**config.mk**
```make
export PLATFORM = sky130hd
export DESIGN_NAME = sweep_sequencer_flat
export DESIGN_NICKNAME = d
export VERILOG_FILES = /design/src/rtl/sweep_sequencer_if.sv /design/src/rtl/sweep_sequencer.sv /design/src/flat_wrapper.sv
export SDC_FILE = /design/constraint.sdc
export NUM_CORES = 1
export LEC_CHECK = 0
export CAP_MARGIN = 20
export CORE_MARGIN = 4
export CORE_UTILIZATION = 53
export CTS_CLUSTER_SIZE = 10
export DETAILED_ROUTE_END_ITERATION = 7
export PLACE_DENSITY = 0.77
export REMOVE_ABC_BUFFERS = 1
export SETUP_SLACK_MARGIN = 0.3
export SKIP_LAST_GASP = 1
export SLEW_MARGIN = 10
export SYNTH_ARGS = -nofsm -noshare
export SYNTH_HDL_FRONTEND = slang
export SYNTH_SLANG_ARGS = --single-unit
```
**constraint.sdc**
```tcl
create_clock -name clk_1 -period 4 [get_ports clk_1]
set_input_delay 0.8 -clock clk_1 [delete_from_list [all_inputs] [get_ports clk_1]]
set_output_delay 0.8 -clock clk_1 [all_outputs]
set_load 0.02 [all_outputs]
```
**src/rtl/sweep_sequencer_if.sv**
```systemverilog
`default_nettype none
// +----------------------------------------------------------------------------+
// | Module   : sweep_sequencer_if                                              |
// | Brief    : Control, config and datapath-handshake bundle of the sweep      |
// |            sequencer.                                                      |
// | Revision : 1.0                                                             |
// +----------------------------------------------------------------------------+
interface sweep_sequencer_if #(
    parameter int WIDTH  = 4,
    parameter int PWIDTH = 8,
    parameter int SWIDTH = 4
) ();
    logic              start;
    logic              stop;
    logic              pause;
    logic [WIDTH-1:0]  lo;
    logic [WIDTH-1:0]  hi;
    logic [PWIDTH-1:0] period;
    logic [SWIDTH-1:0] sweeps;
    logic [WIDTH-1:0]  cnt_in;

    logic              load;
    logic [WIDTH-1:0]  load_val;
    logic              step_en;
    logic              dir;
    logic              busy;
    logic              done;
    logic              err;
    logic [SWIDTH-1:0] sweep_cnt;

    // Host and counter datapath side
    modport master (
        output start, stop, pause, lo, hi, period, sweeps, cnt_in,
        input  load, load_val, step_en, dir, busy, done, err, sweep_cnt
    );

    // Sequencer side
    modport slave (
        input  start, stop, pause, lo, hi, period, sweeps, cnt_in,
        output load, load_val, step_en, dir, busy, done, err, sweep_cnt
    );
endinterface
`default_nettype wire

```
**src/rtl/sweep_sequencer.sv**
```systemverilog
`default_nettype none
// +----------------------------------------------------------------------------+
// | Module   : sweep_sequencer                                                 |
// | Brief    : Sequences an external up/down bounce counter between latched    |
// |            lo/hi limits with a prescaled step rate and a sweep budget.     |
// | Revision : 1.0                                                             |
// +----------------------------------------------------------------------------+
module sweep_sequencer #(
    parameter int WIDTH  = 4,
    parameter int PWIDTH = 8,
    parameter int SWIDTH = 4
) (
    input  wire logic        clk_1,
    input  wire logic        rst,
    sweep_sequencer_if.slave bus
);

    localparam logic [2:0] c_ST_IDLE     = 3'd0;
    localparam logic [2:0] c_ST_LOAD     = 3'd1;
    localparam logic [2:0] c_ST_RUN_UP   = 3'd2;
    localparam logic [2:0] c_ST_RUN_DOWN = 3'd3;
    localparam logic [2:0] c_ST_PAUSED   = 3'd4;
    localparam logic [2:0] c_ST_DONE     = 3'd5;

    localparam logic [PWIDTH-1:0] c_P_ONE = PWIDTH'(1);
    localparam logic [SWIDTH-1:0] c_S_ONE = SWIDTH'(1);

    logic [2:0]        r_state;
    logic [WIDTH-1:0]  r_lo;
    logic [WIDTH-1:0]  r_hi;
    logic [PWIDTH-1:0] r_period;
    logic [SWIDTH-1:0] r_sweeps;
    logic [PWIDTH-1:0] r_presc;
    logic              r_paused_down;
    logic              r_load;
    logic [WIDTH-1:0]  r_load_val;
    logic              r_dir;
    logic              r_err;
    logic [SWIDTH-1:0] r_sweep_cnt;

    logic              w_run;
    logic              w_tick;
    logic              w_step_up;
    logic              w_step_dn;
    logic              w_limits_ok;
    logic              w_idle_like;
    logic [SWIDTH-1:0] w_sweep_next;
    logic [PWIDTH-1:0] w_period_eff;

    always_comb begin
        w_run        = (r_state == c_ST_RUN_UP) || (r_state == c_ST_RUN_DOWN);
        w_tick       = w_run && (r_presc == (r_period - c_P_ONE));
        w_step_up    = (r_state == c_ST_RUN_UP)   && w_tick && (bus.cnt_in < r_hi);
        w_step_dn    = (r_state == c_ST_RUN_DOWN) && w_tick && (bus.cnt_in > r_lo);
        w_limits_ok  = (bus.lo < bus.hi);
        w_idle_like  = (r_state == c_ST_IDLE) || (r_state == c_ST_DONE);
        w_sweep_next = r_sweep_cnt + c_S_ONE;
        w_period_eff = (bus.period == '0) ? c_P_ONE : bus.period;
    end

    // Step decision is combinational so the datapath sees it on the same edge
    // the decision was made from; higher-priority controls suppress it.
    assign bus.step_en   = (w_step_up || w_step_dn) && !rst && !bus.stop && !bus.pause;
    assign bus.load      = r_load;
    assign bus.load_val  = r_load_val;
    assign bus.dir       = r_dir;
    assign bus.err       = r_err;
    assign bus.sweep_cnt = r_sweep_cnt;
    assign bus.busy      = (r_state == c_ST_LOAD)     || (r_state == c_ST_RUN_UP) ||
                           (r_state == c_ST_RUN_DOWN) || (r_state == c_ST_PAUSED);
    assign bus.done      = (r_state == c_ST_DONE);

    always_ff @(posedge clk_1) begin
        if (rst) begin
            r_state       <= c_ST_IDLE;
            r_lo          <= '0;
            r_hi          <= '0;
            r_period      <= '0;
            r_sweeps      <= '0;
            r_presc       <= '0;
            r_paused_down <= 1'b0;
            r_load        <= 1'b0;
            r_load_val    <= '0;
            r_dir         <= 1'b0;
            r_err         <= 1'b0;
            r_sweep_cnt   <= '0;
        end else begin
            r_load <= 1'b0;
            r_err  <= 1'b0;

            if (bus.stop) begin
                // Stop in IDLE is a no-op but still outranks start.
                r_state <= c_ST_IDLE;
            end else begin
                case (r_state)
                    c_ST_IDLE, c_ST_DONE: begin
                        if (bus.start) begin
                            if (w_limits_ok) begin
                                r_lo        <= bus.lo;
                                r_hi        <= bus.hi;
                                r_period    <= w_period_eff;
                                r_sweeps    <= bus.sweeps;
                                r_sweep_cnt <= '0;
                                r_load      <= 1'b1;
                                r_load_val  <= bus.lo;
                                r_state     <= c_ST_LOAD;
                            end else begin
                                r_err <= 1'b1;
                            end
                        end
                    end

                    c_ST_LOAD: begin
                        r_presc <= '0;
                        r_dir   <= 1'b0;
                        r_state <= c_ST_RUN_UP;
                    end

                    c_ST_RUN_UP: begin
                        if (bus.pause) begin
                            r_paused_down <= 1'b0;
                            r_state       <= c_ST_PAUSED;
                        end else if (w_tick) begin
                            r_presc <= '0;
                            // Reaching (or overshooting) hi spends this tick on the turn.
                            if (bus.cnt_in >= r_hi) begin
                                r_dir   <= 1'b1;
                                r_state <= c_ST_RUN_DOWN;
                            end
                        end else begin
                            r_presc <= r_presc + c_P_ONE;
                        end
                    end

                    c_ST_RUN_DOWN: begin
                        if (bus.pause) begin
                            r_paused_down <= 1'b1;
                            r_state       <= c_ST_PAUSED;
                        end else if (w_tick) begin
                            r_presc <= '0;
                            if (bus.cnt_in <= r_lo) begin
                                r_sweep_cnt <= w_sweep_next;
                                if ((r_sweeps != '0) && (w_sweep_next == r_sweeps)) begin
                                    r_state <= c_ST_DONE;
                                end else begin
                                    r_dir   <= 1'b0;
                                    r_state <= c_ST_RUN_UP;
                                end
                            end
                        end else begin
                            r_presc <= r_presc + c_P_ONE;
                        end
                    end

                    c_ST_PAUSED: begin
                        if (!bus.pause) begin
                            r_state <= r_paused_down ? c_ST_RUN_DOWN : c_ST_RUN_UP;
                        end
                    end

                    default: begin
                        r_state <= c_ST_IDLE;
                    end
                endcase
            end
        end
    end

endmodule
`default_nettype wire
```
**src/flat_wrapper.sv**
```systemverilog
// flat-port wrapper written by rule: the top's interface ports become plain ports
module sweep_sequencer_flat 
#(
    parameter int WIDTH  = 4,
    parameter int PWIDTH = 8,
    parameter int SWIDTH = 4
)
  (clk_1, rst, bus_start, bus_stop, bus_pause, bus_lo, bus_hi, bus_period, bus_sweeps, bus_cnt_in, bus_load, bus_load_val, bus_step_en, bus_dir, bus_busy, bus_done, bus_err, bus_sweep_cnt);
  sweep_sequencer_if #(.WIDTH(WIDTH), .PWIDTH(PWIDTH), .SWIDTH(SWIDTH)) bus_i ();
  input  wire logic clk_1;
  input  wire logic rst;
  input wire logic [$bits(bus_i.start)-1:0] bus_start;
  input wire logic [$bits(bus_i.stop)-1:0] bus_stop;
  input wire logic [$bits(bus_i.pause)-1:0] bus_pause;
  input wire logic [$bits(bus_i.lo)-1:0] bus_lo;
  input wire logic [$bits(bus_i.hi)-1:0] bus_hi;
  input wire logic [$bits(bus_i.period)-1:0] bus_period;
  input wire logic [$bits(bus_i.sweeps)-1:0] bus_sweeps;
  input wire logic [$bits(bus_i.cnt_in)-1:0] bus_cnt_in;
  output wire logic [$bits(bus_i.load)-1:0] bus_load;
  output wire logic [$bits(bus_i.load_val)-1:0] bus_load_val;
  output wire logic [$bits(bus_i.step_en)-1:0] bus_step_en;
  output wire logic [$bits(bus_i.dir)-1:0] bus_dir;
  output wire logic [$bits(bus_i.busy)-1:0] bus_busy;
  output wire logic [$bits(bus_i.done)-1:0] bus_done;
  output wire logic [$bits(bus_i.err)-1:0] bus_err;
  output wire logic [$bits(bus_i.sweep_cnt)-1:0] bus_sweep_cnt;
  assign bus_i.start = bus_start;
  assign bus_i.stop = bus_stop;
  assign bus_i.pause = bus_pause;
  assign bus_i.lo = bus_lo;
  assign bus_i.hi = bus_hi;
  assign bus_i.period = bus_period;
  assign bus_i.sweeps = bus_sweeps;
  assign bus_i.cnt_in = bus_cnt_in;
  assign bus_load = bus_i.load;
  assign bus_load_val = bus_i.load_val;
  assign bus_step_en = bus_i.step_en;
  assign bus_dir = bus_i.dir;
  assign bus_busy = bus_i.busy;
  assign bus_done = bus_i.done;
  assign bus_err = bus_i.err;
  assign bus_sweep_cnt = bus_i.sweep_cnt;
  sweep_sequencer #(.WIDTH(WIDTH), .PWIDTH(PWIDTH), .SWIDTH(SWIDTH)) u_core (.clk_1(clk_1), .rst(rst), .bus(bus_i));
endmodule
```
==> metrics.md <==
| Metric | Value |
|---|---|
| CP required | `between 3 and 4 ns` |
| Fraction of registers with async set/reset | `0%` |
| Die Ht | `77.0 um` |
| # port buffers | `42` |
| P_leak | `between 0.001 and 0.0015 uW` |
| Synthesized instance count | `304` |
| Num rows | `24` |
| Worst-Margin Slew | `0.858 ns` |
| Worst-skew pair later-pin latency | `0.30 ns` |
| Share of cells above drive strength 1 | `roughly 6.6%` |
| Post-synth EDFFs | `0` |
| Core area | `approximately 4500 sq um` |
| Die X | `approximately 77 um` |
| Final setup vio count | `0` |
| Post-CTS Setup Inserts | `0` |
| CTS hold repair buffers | `0` |
| Ys flop type | `dfxtp_1` |
| Clock Tree Buf Depth | `2` |
| Vias in the first global route | `2196` |
| Synthesis Warnings | `0` |
| Synth area leaders | `dfxtp_1, mux2i_1, ha_1` |
| Area Overhead vs Synth | `23.6%` |
| Yosys top cell area share | `30.9%` |
| CTS H-tree lvls | `2` |
| Compound-Gate Fraction of Synth Area | `about 17%` |
| Post-synthesis xor/xnor area fraction | `around 6.2%` |
| Final period utilization | `between 90% and 100%` |
| HP Class | `flip-flop to flip-flop` |
| Crit start category | `input pin` |
| Initial Util | `between 50% and 60%` |
| Detailed-placement wirelength estimate | `roughly 4300 um` |
| Max transition margin | `between 40% and 50%` |
| Routed vias/inst | `between 5 and 6` |
| Largest net degree at the start of global routing | `35` |
| RD Place Congestion | `0.829` |
| CTS root buf | `clkbuf_8` |
| Num CTS Buffers | `5` |
| Crit-path max FO | `2` |
| CTS tree | `done` |
| Synth Area in Simple Gates | `around 25%` |
| Filler cell count | `around 390` |
| Clock-pin slew on the worst setup and hold paths | `0.08 ns` |
| Post-layout minimum cycle time | `between 3 and 4 ns` |
| DRT Pass-1 Iters | `4` |
| Reg2reg path depth | `10` |
| Status | `finished, final reports clean` |
| Cell type with the largest total area after synthesis | `dfxtp_1` |
| Ports | `between 40 and 50` |
| Syn Area/Cell | `8.30 sq um` |
| First-pass GRT wire length | `10000 um` |
| ANT cells | `0` |
| Hold Vio Cnt, Final | `0` |
| Max Slew Vio Count | `0` |
| Seq cells post-synth | `39` |
| Sequential fraction of the synthesis area | `between 30% and 40%` |
| CP Capture Type | `output port` |
| Fin worst setup slack | `0.357 ns` |
| GRT overflow | `0` |
| Initial antenna violation count | `0` |
| Setup TNS | `0 ns` |
| Mux cell area share after synthesis | `under 10%` |
| Drt total wl | `about 6000 um` |
| Die Area | `~6000 sq um` |
| Final core utilization | `a little over two thirds` |
| Sinks on the clock net | `39` |
| MaxCap Viol Count | `0` |
| Max VDD drop | `approximately 150 uV` |
| Non-filler cells, final | `~400` |
| Synthesized area | `2520 sq um` |
| Dpl cells | `~390` |
| Setup Skew | `between 0.008 and 0.009 ns` |
| Most common cell in the synthesized netlist | `dfxtp_1` |
| Post-synthesis adder-cell area fraction | `roughly 7%` |
| Final ANT Viol Nets | `0` |
| Top cells by count, synth | `dfxtp_1, nor2_1, mux2i_1` |
| Total track usage | `20.5%` |
| PwrDens | `approximately 280 nW/um^2` |
| Vias | `2272` |
| Combinational family with the most area after synthesis | `simple AND/OR/NAND/NOR gates` |
| Fmax | `approximately 270 MHz` |
| Unrepaired setup endpoints after global routing | `false` |
| Iter 0 DRT Violations | `between 100 and 150` |
| Layout Nets | `around 400` |
| Drc violations | `0` |
| Post-DR wirelength/cell | `between 10 and 15 um` |
| Crit path DAT | `about 2.8 ns` |
| Setup WS pre-CTS | `0.0350 ns` |
| Hold Path Depth | `2` |
| Synth cell types | `50` |
| Setup Crit Path Kind | `input pin to output port` |
-- cells in the final DEF (no fill, tap or decap), types with 2 or more instances in the layout --
cell type,instances
inv_1,18
a2111oi_1,3
nand2_1,18
o21a_1,2
ha_1,14
and3_1,7
dfxtp_1,39
and2_1,4
o21ai_0,14
or3_1,7
clkdlybuf4s50_1,41
nand3_1,5
nand2b_1,13
a211oi_1,2
a31oi_1,4
a21oi_1,15
xor2_1,6
or4b_1,2
nor3b_2,3
a21o_1,4
o22ai_1,2
nor4_1,4
buf_4,7
o21bai_1,3
nand4_1,2
nor2b_1,3
nor3_1,10
nor2_1,32
xnor2_1,12
clkbuf_8,6
o21ai_1,3
mux2i_1,22
o211ai_1,2
-- state kept, by name (all words and copies together), names as in the netlist --
register	count
u_core.r_hi	4
u_core.bus.dir	1
u_core.r_state	3
u_core.bus.sweep_cnt	4
u_core.r_period	8
u_core.bus.err	1
u_core.r_sweeps	4
u_core.r_lo	4
u_core.bus.load	1
u_core.r_presc	8
u_core.r_paused_down	1
-- what timing repair did --
action                     CTS  global route
gates cloned                 0             0
resized for setup            2             3
setup endpoints to repair    1             1
-- cells by family after synthesis --
logic type,Yosys count
and+or+nand+nor,116
AOI/OAI and AO/OA,65
DFF,39
buffers and inverters,30
muxes,22
xor gates and xnor gates,18
adders and majority gates,14
-- routing by layer --
layer | track usage, % | vias to the layer above | wire, um
met2 | 32.4 | 49 | 2740
met4 | 8.90 | 0 | 63
li1 | - | 1169 | -
met5 | 0 | - | 0
met3 | 5.39 | 7 | 267
met1 | 26.2 | 1047 | 2790
-- final cells by class --
class                   count  area, sq um  share of cell area [%]
flip-flops and latches     39          781                    25.0
clock inverters             1         5.00                   0.160
well taps                  52         65.1                    2.09
multi-input cells         235         1630                    52.1
inverters                  18         67.6                    2.17
repair buffers             50          493                    15.8
clock buffers               6         82.6                    2.65
-- power by group --
group          switching, uW  leakage (uW)  internal, uW
registers               11.8      0.000316           401
clock network            138     0.0000470           135
logic                   97.8      0.000801           101
-- metrics by stage --
| stage | cell area, sq um | hold WS (ns) | power (uW) |
|---|---|---|---|
| global route | 3120 | 0.516 | 935 |
| CTS | 3110 | 0.486 | 895 |
| detailed placement | 3020 | 0.465 | 617 |
| global placement | 3020 | 0.470 | 613 |
| finish | 3120 | 0.483 | 885 |
| floorplan | 2460 | 0.460 | 538 |
-- worst max-delay path, stage by stage --
cell             delay, ns
clkdlybuf4s50_1       0.44
ha_1                  0.34
a2111oi_2             0.41
o21a_1                0.18
a21oi_1               0.04
nor3b_1               0.28
clkdlybuf4s15_1       0.35
-- final timing paths --
kind,end,slack [ns],startpoint
hold reg to reg,u_core.bus.dir,0.48,u_core.bus.dir
hold / removal,u_core.bus.dir,0.48,u_core.bus.dir
setup / recovery,bus_step_en,0.36,bus_cnt_in[3]
setup reg to reg,u_core.bus.sweep_cnt[1],1.30,u_core.r_period[0]
Power figures use the tool's default switching activity.
==> variant 1 (same settings) <==
`SWIDTH` is set to 4 in 3 places; all go to 6.
--- a/src/rtl/sweep_sequencer_if.sv
+++ b/src/rtl/sweep_sequencer_if.sv
@@ -8,7 +8,7 @@
 interface sweep_sequencer_if #(
     parameter int WIDTH  = 4,
     parameter int PWIDTH = 8,
-    parameter int SWIDTH = 4
+    parameter int SWIDTH = 6
 ) ();
     logic              start;
     logic              stop;
--- a/src/rtl/sweep_sequencer.sv
+++ b/src/rtl/sweep_sequencer.sv
@@ -8,7 +8,7 @@
 module sweep_sequencer #(
     parameter int WIDTH  = 4,
     parameter int PWIDTH = 8,
-    parameter int SWIDTH = 4
+    parameter int SWIDTH = 6
 ) (
     input  wire logic        clk_1,
     input  wire logic        rst,
--- a/src/flat_wrapper.sv
+++ b/src/flat_wrapper.sv
@@ -3,7 +3,7 @@
 #(
     parameter int WIDTH  = 4,
     parameter int PWIDTH = 8,
-    parameter int SWIDTH = 4
+    parameter int SWIDTH = 6
 )
   (clk_1, rst, bus_start, bus_stop, bus_pause, bus_lo, bus_hi, bus_period, bus_sweeps, bus_cnt_in, bus_load, bus_load_val, bus_step_en, bus_dir, bus_busy, bus_done, bus_err, bus_sweep_cnt);
   sweep_sequencer_if #(.WIDTH(WIDTH), .PWIDTH(PWIDTH), .SWIDTH(SWIDTH)) bus_i ();
Ports: changed (resized bus_sweep_cnt and bus_sweeps); port bits go from 43 to 47. The function was not compared with the original's and may differ.
==> variant 1 against the original RTL <==
Sequential cell count grew 4. Final area is 8.7% higher. Synthesized cell count increased by 15%. Area after synthesis up 6.7%. Via count rose by 16%. Total power grew 6.0%. Routed wire length is 15% higher. Setup slack improved by 0.14 ns. Critical path type unchanged. Largest power group unchanged. Highest routed layer unchanged.
==> variant 1: results (changes against the original RTL) <==
metric,value,unit,change
worst_hold_startpoint,u_core.r_hi[1]$_SDFFE_PP0P_,,
yosysSeqAreaShare,32.0,%,+1.0 points
final_cell_count_no_fill,465,,+16%
dr.first_iter.drc_count,139,,+13%
crit_path_max_incr_delay,0.47,ns,+0.03 ns
multi_input_area_share,51.2,%,-0.91 points
nMultiInputCombCells,272,,+16%
wirelength,6.74,mm,+15%
arrival,2.71,ns,-0.13 ns
signal_buffers,60,,+20%
seq-cell-share,25.4,%,+0.35 points
synthTopCellsByCount,"66 x nand2_1, 43 x dfxtp_1, 32 x a21oi_1",,
run_status,"complete, no violations",,
ys_types,56,,+12%
cts_resized,9,,+7
wl_met1,3.08,mm,+10%
grt_start_max_net_pins,36,,+2.9%
drive_above_1_share,8.79,%,+2.2 points
use_met1,28.6,%,+2.4 points
vias,2629,,+16%
track_usage,22.3,%,+1.9 points
irDropWorstVdd,0.215,mV,+40%
cts_sinks,43,,+10%
holdWs,0.464,ns,-0.0191 ns
p_sw_share,28.2,%,+0.19 points
grt_pass1_wl,11.3,mm,+13%
comb_power,202,µW,+2%
## variant 1: cell count changes after synthesis, sizes merged, moves of 5 or more
| cell | before | now |
|---|---|---|
| a21oi | 15 | 32 |
| and3 | 7 | 2 |
| clkbuf | 7 | 13 |
| mux2i | 22 | 0 |
| nand2 | 18 | 66 |
| nand2b | 13 | 7 |
| nor2 | 33 | 15 |
| nor2b | 3 | 9 |
| or2 | 0 | 5 |
## variant 1: worst min-delay path, cell delays in order, from the launching register on
cell	delay, ns
dfxtp_1	0.31
nand2_1	0.05
a21oi_1	0.05
## variant 1: kinds of logic (layout without fill, tap and decap cells)
family	Yosys count	in the layout	share of synthesized area (%)
AND/OR/NAND/NOR	148	148	27.7
AO/OA/AOI/OAI	91	91	22.4
flip-flops	43	43	32.0
buffers and inverters	34	83	5.11
XOR/XNOR	18	18	5.85
adder cells (fa/ha/maj)	14	14	6.51
multiplexers	1	1	0.418
==> variant 2 (config.mk and constraints unchanged) <==
Without the edit above. Make the reset (`rst`) asynchronous in one clocked block.
--- a/src/rtl/sweep_sequencer.sv
+++ b/src/rtl/sweep_sequencer.sv
@@ -70,7 +70,7 @@
                            (r_state == c_ST_RUN_DOWN) || (r_state == c_ST_PAUSED);
     assign bus.done      = (r_state == c_ST_DONE);
 
-    always_ff @(posedge clk_1) begin
+    always_ff @(posedge clk_1 or posedge rst) begin
         if (rst) begin
             r_state       <= c_ST_IDLE;
             r_lo          <= '0;
Behaviour: differs if rst is asserted again (counterexample within 4 cycles, from zero or initial values and one cycle with rst high); with rst held inactive, the same outputs for 4 cycles.
==> variant 2 against the original RTL <==
Non-clock buffer count decreased by 1. Sequential share of layout area increased by 6.2 points. Setup slack improved by 0.081 ns. Count of clock-buffer cells in the layout increased by 1. Synthesized cell count decreased by 2.6%. Maximum frequency increased by 2.3%. Area after synthesis increased by 1.0%. Sequential cell count unchanged. Final area increased by 0.12%. Routed wire length increased by 3.6%.
Power is not compared: it rests on default switching activity, and its combinational part moved more than twofold at a synthesized area within 25%.
==> variant 2: results (changes against the original RTL) <==
metric,value,unit,change
run_status,"complete, no violations",,
synthTopCellsByCount,"57 x nand2_1, 39 x dfrtp_1, 24 x inv_1",,
area_growth,22.5,%,
holdPathEnd,u_core.r_hi[0]$_DFFE_PP0P_,,
cp-startpoint,bus_cnt_in[2],,
clkCellAreaFrac,3.33,%,+0.52 points
dp_slack,-0.00102,ns,-0.0360 ns
yosysSeqAreaShare,38.3,%,+7.3 points
regArea,976,µm²,+25%
crit_fanout,3,,+1
avgSynthCellArea,8.61,µm²,+3.8%
nFlopsAndLatches,39,,unchanged
dpl_cell_area,3000,µm²,-0.87%
arrival,2.76,ns,-0.08 ns
hpwl,4.38,mm,+1.4%
r2r_start,u_core.r_period[0]$_DFFE_PP0P_,,
synth.area.top_cells,"dfrtp_1 38%, nand2_1 8.4%, ha_1 6.9%",,
nMultiInputCombCells,219,,-6.8%
drive_above_1_share,7.67,%,+1.1 points
synth-main-ff-cell,dfrtp_1,,
finalWorstSetupSlack,0.438,ns,+0.0810 ns
reg2reg_depth,10,,unchanged
grt_pass1_wl,10.4,mm,+3.5%
wirelength,6.07,mm,+3.6%
clock_skew,0.00622,ns,-0.00240 ns
synth-async-reset-ratio,100,%,+100 points
diodes,0,,unchanged
wl_per_cell,15.5,µm,+6.3%
worst-r2r-setup-slack,1.39,ns,+0.09 ns
cts_resized,2,,unchanged
first_global_vias,2192,,-0.18%
final-nonclk-buf-share,15.0,%,-0.82 points
signal_buffers,49,,-2.0%
dr.first_iter.drc_count,91,,-26%
track_usage,21.4,%,+0.89 points
worst_hold_startpoint,u_core.r_hi[0]$_DFFE_PP0P_,,
place.gp.congestion,0.849,,+2.5%
yosysWarnings,0,,unchanged
multi_input_area,1420,µm²,-13%
dp_cells,381,,-3.3%
n_clock_buffer,7,,+1
holdWs,0.487,ns,+0.00426 ns
fillerInstances,381,,-1.0%
insertion_delay,0.30,ns,about the same
routed_via_density,5.71,,+0.84%
irDropWorstVdd,0.305,mV,
grt_start_max_net_pins,25,,-29%
worst_pin_slew,0.613,ns,-0.245 ns
port_buffers,42,,unchanged
reg2reg_to,u_core.bus.sweep_cnt[3]$_DFFE_PP0P_,,
n_all_inverters,24,,+6
first_pass_iters,4,,unchanged
## variant 2: worst min-delay path, stage by stage, from the launching register on
cell	delay, ns
dfrtp_1	0.35
nand2_1	0.05
nand2_1	0.06
## variant 2: routing by layer
layer	vias up	routed length, µm	track usage [%]	part of all wire (%)
met2	50	2810	34.6	46
met1	1050	2900	28.8	48
met3	12	269	4.05	4.4
met5	-	0	0	0
li1	1122	-	-	-
met4	0	104	7.30	1.7
## variant 2: kinds of logic after synthesis
family | after synthesis | share of synthesized area (%)
AO/OA/AOI/OAI | 64 | 17.5
XOR/XNOR | 18 | 6.18
adder cells (fa/ha/maj) | 14 | 6.87
buffers and inverters | 38 | 6.48
flip-flops | 39 | 38.3
multiplexers | 4 | 1.62
AND/OR/NAND/NOR | 119 | 23.1
## variant 2: power groups by stage
stage	clock (µW)	sequential, µW	combinational, µW
global placement	0	665	841
finish	305	664	885
floorplan	0	684	571
detailed placement	0	670	867
CTS	306	663	878
global route	328	685	992
